===== src/rtl/dc1_xbit_scrub_if.sv =====
// dc1_xbit_scrub_if -- signal bundle between the xbit-RAM scrubber and its
// environment (control handshake, RAM read/write ports, demand-write snoop,
// error reporting).
//   master : the scrubber side (drives requests, reports, status)
//   slave  : the environment side (drives start, RAM data, demand traffic)
interface dc1_xbit_scrub_if;
  // control handshake
  logic        start;
  logic        busy;
  logic        done;
  // scrub read port (36-bit RAM, bank 0 = even words, bank 1 = odd words)
  logic        rd_en;
  logic        rd_bank;
  logic [4:0]  rd_addr;
  logic [35:0] rd_data;
  logic        port_busy;
  // demand write snoop
  logic        dwr_en;
  logic        dwr_bank;
  logic [4:0]  dwr_addr;
  // correction write port
  logic        wr_en;
  logic        wr_bank;
  logic [4:0]  wr_addr;
  logic [35:0] wr_data;
  // error reporting
  logic        err_valid;
  logic [5:0]  err_idx;
  logic [3:0]  err_bytes;
  logic [7:0]  err_count;

  modport master (
    input  start, rd_data, port_busy, dwr_en, dwr_bank, dwr_addr,
    output busy, done, rd_en, rd_bank, rd_addr,
           wr_en, wr_bank, wr_addr, wr_data,
           err_valid, err_idx, err_bytes, err_count
  );

  modport slave (
    output start, rd_data, port_busy, dwr_en, dwr_bank, dwr_addr,
    input  busy, done, rd_en, rd_bank, rd_addr,
           wr_en, wr_bank, wr_addr, wr_data,
           err_valid, err_idx, err_bytes, err_count
  );
endinterface


===== src/rtl/dc1_xbit_scrub.sv =====
// dc1_xbit_scrub -- walks all 64 words of the 36-bit xbit RAM (4 bytes, each
// with an even parity bit above it), reports words with bad parity and keeps
// a saturating error count.
// Build option: DC1_XBIT_SCRUB_FIX_EN -- when defined, an erroneous word is
// rewritten with regenerated parity unless a demand write to the same word
// overtakes it; when undefined the scrubber only reports and wr_en is 0.
// Ports:
//   clk  - clock, all state on the rising edge
//   rst  - synchronous, active-high reset; abandons any pass in flight
//   bus  - dc1_xbit_scrub_if.master: start/busy/done, rd_* read request with
//          rd_data one cycle later, port_busy read-port arbitration,
//          dwr_* demand write snoop, wr_* correction write, err_* report.
module dc1_xbit_scrub (
  input  logic             clk,
  input  logic             rst,
  dc1_xbit_scrub_if.master bus
);

  typedef enum logic [2:0] {
    S_IDLE  = 3'd0,
    S_READ  = 3'd1,
    S_CHECK = 3'd2,
`ifdef DC1_XBIT_SCRUB_FIX_EN
    S_WRITE = 3'd3,
`endif
    S_DONE  = 3'd4
  } state_t;

  state_t      state_q, state_d;
  logic [5:0]  idx_q, idx_d;          // {bank, addr} of the word in flight
  logic [7:0]  err_count_q, err_count_d;
  logic [3:0]  err_bytes;
  logic        word_bad;
  logic        last_word;
  state_t      adv_state;
  logic [5:0]  adv_idx;

  // Parity check on the word returned by the read issued in READ.
  always_comb begin
    // NOTE: every combinational output gets a default first, so no path leaves it unassigned and no latch is inferred.
    err_bytes = '0;
    for (int k = 0; k < 4; k++) begin
      err_bytes[k] = bus.rd_data[9*k+8] ^ (^bus.rd_data[9*k +: 8]);
    end
  end

  assign word_bad  = |err_bytes;
  assign last_word = (idx_q == 6'd63);
  // The pass stops at word 63 instead of wrapping back to 0.
  assign adv_state = last_word ? S_DONE : S_READ;
  assign adv_idx   = last_word ? idx_q : idx_q + 6'd1;

`ifdef DC1_XBIT_SCRUB_FIX_EN
  logic        dwr_hit;
  logic [35:0] fix_data_q, fix_data_d;

  // A demand write to the word being scrubbed carries fresh data, so any
  // correction built from the stale read must be dropped.
  assign dwr_hit = bus.dwr_en && ({bus.dwr_bank, bus.dwr_addr} == idx_q);

  always_comb begin
    fix_data_d = '0;
    for (int k = 0; k < 4; k++) begin
      fix_data_d[9*k +: 9] = {^bus.rd_data[9*k +: 8], bus.rd_data[9*k +: 8]};
    end
  end

  // NOTE: fix_data_q is pure datapath, only consumed in WRITE after being loaded in CHECK, so it carries no reset.
  always_ff @(posedge clk) begin
    if (state_q == S_CHECK) fix_data_q <= fix_data_d;
  end
`else
  logic unused_dwr;
  assign unused_dwr = ^{bus.dwr_en, bus.dwr_bank, bus.dwr_addr};
`endif

  // Next-state logic.
  always_comb begin
    state_d     = state_q;
    idx_d       = idx_q;
    err_count_d = err_count_q;
    case (state_q)
      S_IDLE: begin
        if (bus.start) begin
          idx_d   = '0;
          state_d = S_READ;
        end
      end
      S_READ: begin
        if (!bus.port_busy) state_d = S_CHECK;
      end
      S_CHECK: begin
        if (word_bad && (err_count_q != 8'hFF)) err_count_d = err_count_q + 8'd1;
        state_d = adv_state;
        idx_d   = adv_idx;
`ifdef DC1_XBIT_SCRUB_FIX_EN
        if (word_bad && !dwr_hit) begin
          state_d = S_WRITE;
          idx_d   = idx_q;
        end
`endif
      end
`ifdef DC1_XBIT_SCRUB_FIX_EN
      S_WRITE: begin
        // Demand writes own the write port; a matching one cancels the fix.
        if (!bus.dwr_en || dwr_hit) begin
          state_d = adv_state;
          idx_d   = adv_idx;
        end
      end
`endif
      S_DONE:  state_d = S_IDLE;
      default: state_d = S_IDLE;
    endcase
  end

  // State register.
  always_ff @(posedge clk) begin
    // NOTE: state registers use non-blocking assignments so every flop samples pre-edge values.
    if (rst) begin
      state_q     <= S_IDLE;
      idx_q       <= '0;
      err_count_q <= '0;
    end else begin
      state_q     <= state_d;
      idx_q       <= idx_d;
      err_count_q <= err_count_d;
    end
  end

  // Outputs. Pulses are masked by rst so a pass killed by reset issues no
  // read, write, report or done in its final cycle.
  always_comb begin
    bus.busy      = (state_q != S_IDLE);
    bus.done      = (state_q == S_DONE) && !rst;
    bus.rd_en     = (state_q == S_READ) && !bus.port_busy && !rst;
    bus.rd_bank   = idx_q[5];
    bus.rd_addr   = idx_q[4:0];
    bus.err_valid = (state_q == S_CHECK) && word_bad && !rst;
    bus.err_idx   = idx_q;
    bus.err_bytes = err_bytes;
    bus.err_count = err_count_q;
    bus.wr_bank   = idx_q[5];
    bus.wr_addr   = idx_q[4:0];
`ifdef DC1_XBIT_SCRUB_FIX_EN
    bus.wr_en     = (state_q == S_WRITE) && !bus.dwr_en && !rst;
    bus.wr_data   = fix_data_q;
`else
    bus.wr_en     = 1'b0;
    bus.wr_data   = '0;
`endif
  end

endmodule


===== src/flat_wrapper.sv =====
// flat-port wrapper written by rule: the top's interface ports become plain ports
module dc1_xbit_scrub_flat 
  (clk, rst, bus_start, bus_rd_data, bus_port_busy, bus_dwr_en, bus_dwr_bank, bus_dwr_addr, bus_busy, bus_done, bus_rd_en, bus_rd_bank, bus_rd_addr, bus_wr_en, bus_wr_bank, bus_wr_addr, bus_wr_data, bus_err_valid, bus_err_idx, bus_err_bytes, bus_err_count);
  dc1_xbit_scrub_if bus_i ();
  input  logic clk;
  input  logic rst;
  input wire logic [$bits(bus_i.start)-1:0] bus_start;
  input wire logic [$bits(bus_i.rd_data)-1:0] bus_rd_data;
  input wire logic [$bits(bus_i.port_busy)-1:0] bus_port_busy;
  input wire logic [$bits(bus_i.dwr_en)-1:0] bus_dwr_en;
  input wire logic [$bits(bus_i.dwr_bank)-1:0] bus_dwr_bank;
  input wire logic [$bits(bus_i.dwr_addr)-1:0] bus_dwr_addr;
  output wire logic [$bits(bus_i.busy)-1:0] bus_busy;
  output wire logic [$bits(bus_i.done)-1:0] bus_done;
  output wire logic [$bits(bus_i.rd_en)-1:0] bus_rd_en;
  output wire logic [$bits(bus_i.rd_bank)-1:0] bus_rd_bank;
  output wire logic [$bits(bus_i.rd_addr)-1:0] bus_rd_addr;
  output wire logic [$bits(bus_i.wr_en)-1:0] bus_wr_en;
  output wire logic [$bits(bus_i.wr_bank)-1:0] bus_wr_bank;
  output wire logic [$bits(bus_i.wr_addr)-1:0] bus_wr_addr;
  output wire logic [$bits(bus_i.wr_data)-1:0] bus_wr_data;
  output wire logic [$bits(bus_i.err_valid)-1:0] bus_err_valid;
  output wire logic [$bits(bus_i.err_idx)-1:0] bus_err_idx;
  output wire logic [$bits(bus_i.err_bytes)-1:0] bus_err_bytes;
  output wire logic [$bits(bus_i.err_count)-1:0] bus_err_count;
  assign bus_i.start = bus_start;
  assign bus_i.rd_data = bus_rd_data;
  assign bus_i.port_busy = bus_port_busy;
  assign bus_i.dwr_en = bus_dwr_en;
  assign bus_i.dwr_bank = bus_dwr_bank;
  assign bus_i.dwr_addr = bus_dwr_addr;
  assign bus_busy = bus_i.busy;
  assign bus_done = bus_i.done;
  assign bus_rd_en = bus_i.rd_en;
  assign bus_rd_bank = bus_i.rd_bank;
  assign bus_rd_addr = bus_i.rd_addr;
  assign bus_wr_en = bus_i.wr_en;
  assign bus_wr_bank = bus_i.wr_bank;
  assign bus_wr_addr = bus_i.wr_addr;
  assign bus_wr_data = bus_i.wr_data;
  assign bus_err_valid = bus_i.err_valid;
  assign bus_err_idx = bus_i.err_idx;
  assign bus_err_bytes = bus_i.err_bytes;
  assign bus_err_count = bus_i.err_count;
  dc1_xbit_scrub u_core (.clk(clk), .rst(rst), .bus(bus_i));
endmodule

===== config.mk =====
export PLATFORM = sky130hd
export DESIGN_NAME = dc1_xbit_scrub_flat
export DESIGN_NICKNAME = d
export VERILOG_FILES = /design/src/rtl/dc1_xbit_scrub_if.sv /design/src/rtl/dc1_xbit_scrub.sv /design/src/flat_wrapper.sv
export SDC_FILE = /design/constraint.sdc
export NUM_CORES = 1
export LEC_CHECK = 0
export ABC_AREA = 1
export BUFFER_PORTS_ARGS = -buffer_cell sky130_fd_sc_hd__buf_2
export CAP_MARGIN = 5
export CORE_UTILIZATION = 44
export CTS_BUF_LIST = sky130_fd_sc_hd__clkbuf_8
export CTS_CLUSTER_DIAMETER = 50
export DETAILED_ROUTE_END_ITERATION = 7
export PLACE_DENSITY = 0.82
export SYNTH_ARGS = -nofsm -noshare
export SYNTH_HDL_FRONTEND = slang
export SYNTH_SLANG_ARGS = --single-unit
export TNS_END_PERCENT = 20

===== constraint.sdc =====
create_clock -name clk -period 1.7 [get_ports clk]
set_input_delay 0.17 -clock clk [delete_from_list [all_inputs] [get_ports clk]]
set_output_delay 0.17 -clock clk [all_outputs]
set_load 0.01 [all_outputs]

== After elaboration in Yosys (flattened, before gate mapping) ==
Index checks and enable logic that the tools add are counted.

* Logic and storage cells: 43
* Input port bits: 47
* Output and inout bits: 71
* Flip-flop bits (word level): 17

* Mux-type cells: 7
* $add $sub $neg: 2
* Bitwise logic cells: 4
* Reductions and logical operators: 19
* Equality and inequality tests: 8

{| class="wikitable"
|+ Operators by type and width
! kind !! number
|-
| $reduce_xor 8->1 || 4
|-
| $mux 6 || 2
|-
| $pmux 6 s2 || 1
|-
| $mux 3 || 3
|-
| $pmux 3 s3 || 1
|-
| $add 8x1->8 const B || 1
|-
| $ne 8x8->1 const B || 1
|-
| $add 6x1->6 const B || 1
|-
| $eq 6x6->1 const B || 1
|-
| $logic_and 1x1->1 || 6
|-
| $ne 2x2->1 const B || 3
|-
| $reduce_and 2->1 || 2
|-
| $reduce_or 4->1 || 1
|-
| $xor 1x1->1 || 4
|-
| $eq 3x1->1 const B || 1
|-
| $eq 3x2->1 const B || 1
|-
| $eq 3x3->1 const B || 1
|-
| $logic_not 3->1 || 1
|-
| $reduce_and 3->1 || 1
|-
| $reduce_bool 3->1 || 1
|-
| $logic_not 1->1 || 2
|-
| $reduce_bool 2->1 || 1
|}

== Depth between registers and ports, before layout ==
* Depth in word-level cells: 5
* Depth in mapped cells: 17
* Mapped depth without buffers: 16

== Worst setup path after synthesis ==
No wires, ideal clock.

* Path type: register to register
* Start: reg u_core.err_count_q[0] (netlist: u_core.bus.err_count[0])
* End: reg u_core.err_count_q[7] (netlist: u_core.bus.err_count[7])
* Buffers on the path: 0
* Clock period less this slack: 1560 ps
* Data required time: 1589 ps
* Arrival: 1449 ps
* Slack: 140 ps
* Setup time: 111 ps
* Stages on the path, launching flop included: 11
* Cells stage by stage: dfxtp_1 > ha_1 > nand2_1 > nor3_2 > nand3_1 > nand2_1 > nor4_1 > nand3_1 > nand2_1 > inv_1 > nor2_1

* Longest elaborated chain between the ends: 3
* Elaborated cells on any way between the ends: 4
* Those cells by class: add/sub (1); eq/ne (1); reduce/logical (2)

{| class="wikitable"
|+ Ends and longest elaborated chain
! element !! RTL line !! source
|-
| start, declared || dc1_xbit_scrub.sv:31 || <nowiki>logic [7:0] err_count_q, err_count_d;</nowiki>
|-
| start signal, assigned || dc1_xbit_scrub.sv:127 || <nowiki>err_count_q <= err_count_d;</nowiki>
|-
| branches (longest 3 deep; another with $add 8x1->8) || - ||
|}

Several ways; the timed one is not identified.
A chain may end at the register's enable or synchronous reset.

== Worst setup path after layout ==
* Start: reg u_core.err_count_q[0] (netlist: u_core.bus.err_count[0])
* End: reg u_core.err_count_q[5] (netlist: u_core.bus.err_count[5])

The elaborated chain is that of the path after synthesis.

==> results by group <==
Critical path
  – Max FO, Critical Path: 6
  – Slowest stage delay, CP: around 0.38 ns
  – Kind of critical path: flip-flop to flip-flop
  – Worst R2R Setup Slack: 0.10 ns
  – CP Data Arrival Time: 1.75 ns
  – RR Endpoint: u_core.bus.err_count[5]
  – R2r worst-path depth: 10
  – Slowest stage cell, crit path: dfxtp_1
  – RR Startpoint: u_core.bus.err_count[0]
  – Crit path capture type: flip-flop
  – Required time of the critical path: between 1.5 and 2 ns
  – Crit-path cells: ha_1 > nand2_1 > nor3_2 > nand3_2 > nand2_2 > nor2_1 > nand3_1 > nand2_1 > inv_1 > nor2_1
  – Startpoint types: flip-flop
  – Crit path launch: u_core.bus.err_count[0]

Timing
  – Maximum clock frequency: 626 MHz
  – Period minus WS final: 1.60 ns
  – Worst Skew: 0.00391 ns
  – Hold Fails Final Rpt: 0
  – Setup-failing EPs final: 0
  – Tcrit/Tclk final: a little over nine tenths
  – Slew Limit Fails: 0
  – Post-route worst setup slack: just over 0.1 ns
  – Hold_ws: 0.107 ns

Place
  – Cell Area, Placed: 2100 um^2
  – PortBufs: 73
  – Placed insts: 427
  – Hpwl dp: around 3 mm
  – Final Wtd Congestion: 0.814
  – Setup WS pre-CTS: ~0.062 ns

Synthesis
  – Leading area contributor after synthesis: buf_4
  – Most frequent cell after synthesis: nand2_1
  – Post-synth EDFFs: 0
  – Dominant cells by area after synthesis: buf_4 (20%), nand2_1 (19%), dfxtp_1 (18%)
  – Sequential cell area fraction in the yosys report: 18.3%
  – Synth Area per Inst: 5.99 um^2
  – Mapped Area: 1860 um^2
  – Top FF cell, synth: dfxtp_1
  – Synth warn: 0
  – Cells after Synth: 311
  – Share of the synthesized area in the top cell type: 19.7%
  – Synth unique cells: 28
  – Ys async rst share: 0%
  – Synth top cells by count: nand2_1 (95), inv_1 (56), buf_4 (49), nand3_1 (22), dfxtp_1 (17)
  – #FFs+latches synth: 17

Die
  – Die Y: 67.1 um
  – Die ar.: roughly 4500 um^2
  – Boundary pin count: 118
  – Die Wd: between 60 and 70 um
  – Row Count: 23
  – Core Area: 4030 um^2
  – Initial Util: 46.3%

Clock network
  – Hold Buf Count CTS: 0
  – Num CTS Buffers: 3
  – Htree depth: 1
  – Clock buffer depth: 2
  – Clock sink count: 17
  – Clock-pin slew on the worst setup and hold paths: about 0.070 ns
  – CTS tree: done
  – Worst skew pair latency: 0.25 ns
  – Root buffer cell: clkbuf_8

Routing
  – Drt first pass iters: 4
  – DR vias: 1867
  – Via-to-Cell Ratio: 4.33
  – Wirelength per Cell: 8.13 um
  – Post-DRT Antenna Nets: 0
  – Drt drc: 0
  – DR iter-0 viols: 41
  – Final WL: roughly 3.5 mm

Final layout
  – Layout cell share with drive strength beyond 1: about a quarter
  – Area grow syn2layout: 16.6%
  – Design Area, Final: around 2200 um^2
  – Finished Core Util: a little over half
  – Number of diodes: 0
  – Final nets: 431
  – Layout Cells excl Fill: 431

GRT
  – Met1 usage: 17.3%
  – Largest net degree at the start of global routing: 16
  – Met3 Use GR: 3.94%
  – Initial antenna violation count: 0
  – Total global routing overflow: 0
  – Met2 Usage GRT: 29.3%
  – Vias in the first global route: 1493
  – Tot GR Track Use: ~15%
  – First-pass GRT wire length: around 5.5 mm
  – Gr busiest metal: met2

Power and ir drop
  – PD cells: 506 nW/um^2
  – Switching power: 385 uW
  – Logic gate share of total power: 34.8%
  – Sw Share: 35.0%
  – Sequential share of power: about 38%
  – Worst IR Drop VDD: 0.283 mV
  – Clock power frac: 27.6%
  – Power Internal: around 720 uW
  – Pleak: about 0.0014 uW

Worst hold path
  – Hold Path End: u_core.state_q[1]
  – Worst hold path type: input pin to flip-flop
  – Hold path depth: 2
  – Hold Path Origin: bus_port_busy

Run status
  – Status: finished clean

Run
  – Max-Cap Viols: 0
[area by class of cell]
cell class	instances	area [um^2]
inverter	58	218
sequential	17	340
clock buffer	3	41.3
clock inverter	1	3.75
fill	431	1860
multi-input combinational	221	1080
timing repair buffer	81	425
tap	50	62.6
[critical path: cells and delay by family (launching register included)]
kind / cells / cell delay, ns
flops: 1 / 0.38
fa+ha+maj: 1 / 0.21
simple gates: 8 / 0.85
buf+inv: 1 / 0.05
[how the worst max path moves through the flow]
| stage | end | depth (start not counted) | slack, ns |
|---|---|---|---|
| global route | u_core.bus.err_count[5] | 9 | -0.007 |
| detailed placement | u_core.bus.err_count[7] | 10 | 0.06 |
| CTS | u_core.bus.err_count[7] | 10 | 0.05 |
| floorplan | u_core.bus.err_count[7] | 10 | 0.14 |
| global placement | u_core.bus.err_count[7] | 10 | 0.12 |
| finish | u_core.bus.err_count[5] | 10 | 0.10 |
[cell usage in the layout (no fill, tap or decap), drive strengths merged]
| cell type | instances |
|---|---|
| xor2 | 11 |
| nor3b | 1 |
| a21oi | 4 |
| a211oi | 1 |
| o21ai | 2 |
| dfxtp | 17 |
| xnor2 | 7 |
| nor3 | 6 |
| or2 | 1 |
| inv | 58 |
| nand4 | 10 |
| buf | 81 |
| ha | 2 |
| clkinv | 1 |
| conb | 37 |
| clkbuf | 3 |
| nand3b | 1 |
| nand3 | 23 |
| o21a | 1 |
| nand2 | 96 |
| nor4 | 2 |
| nor2 | 16 |
[flip-flops by register name (all words and copies together), names as in the netlist]
name                  flops
u_core.bus.err_idx        6
u_core.state_q            3
u_core.bus.err_count      8
[metrics by stage]
step                TNS, ns  total power [uW]
global placement          0               795
CTS                       0              1110
floorplan                 0               747
detailed placement        0               806
finish                    0              1100
global route        -0.0115              1200
[routing by layer]
metal	vias to the layer above	routed length [um]	part of all wire (%)
met4	0	25	0.71
met2	60	1810	52
met1	805	1460	42
li1	996	-	-
met3	6	202	5.8
met5	-	0	0
[timing repair]
action	4_1_cts	5_1_grt
gates resized for setup	0	5
setup endpoints to repair	0	5
setup buffers	0	0
endpoints found under the hold margin	0	0
[power by group through the flow]
stage                     Sequential, uW  Combinational, uW  Clock, uW
after global placement               422                373          0
after CTS                            413                385        310
after detailed placement             422                384          0
final                                414                383        304
after global routing                 415                441        340
after floorplan                      425                322          0
[logic make-up (layout without fill, tap and decap cells)]
kind of cell             count (synthesis)  after routing  synth area share [%]
AND/OR/NAND/NOR                        156            156                  36.8
adder cells (fa/ha/maj)                  2              2                  1.34
AO/OA/AOI/OAI                            8              8                  2.42
other                                    1             37                 0.201
XOR/XNOR                                18             18                  8.46
buffers and inverters                  109            143                  32.5
flip-flops                              17             17                  18.3
Note: power is estimated with default switching activity, not from simulation.
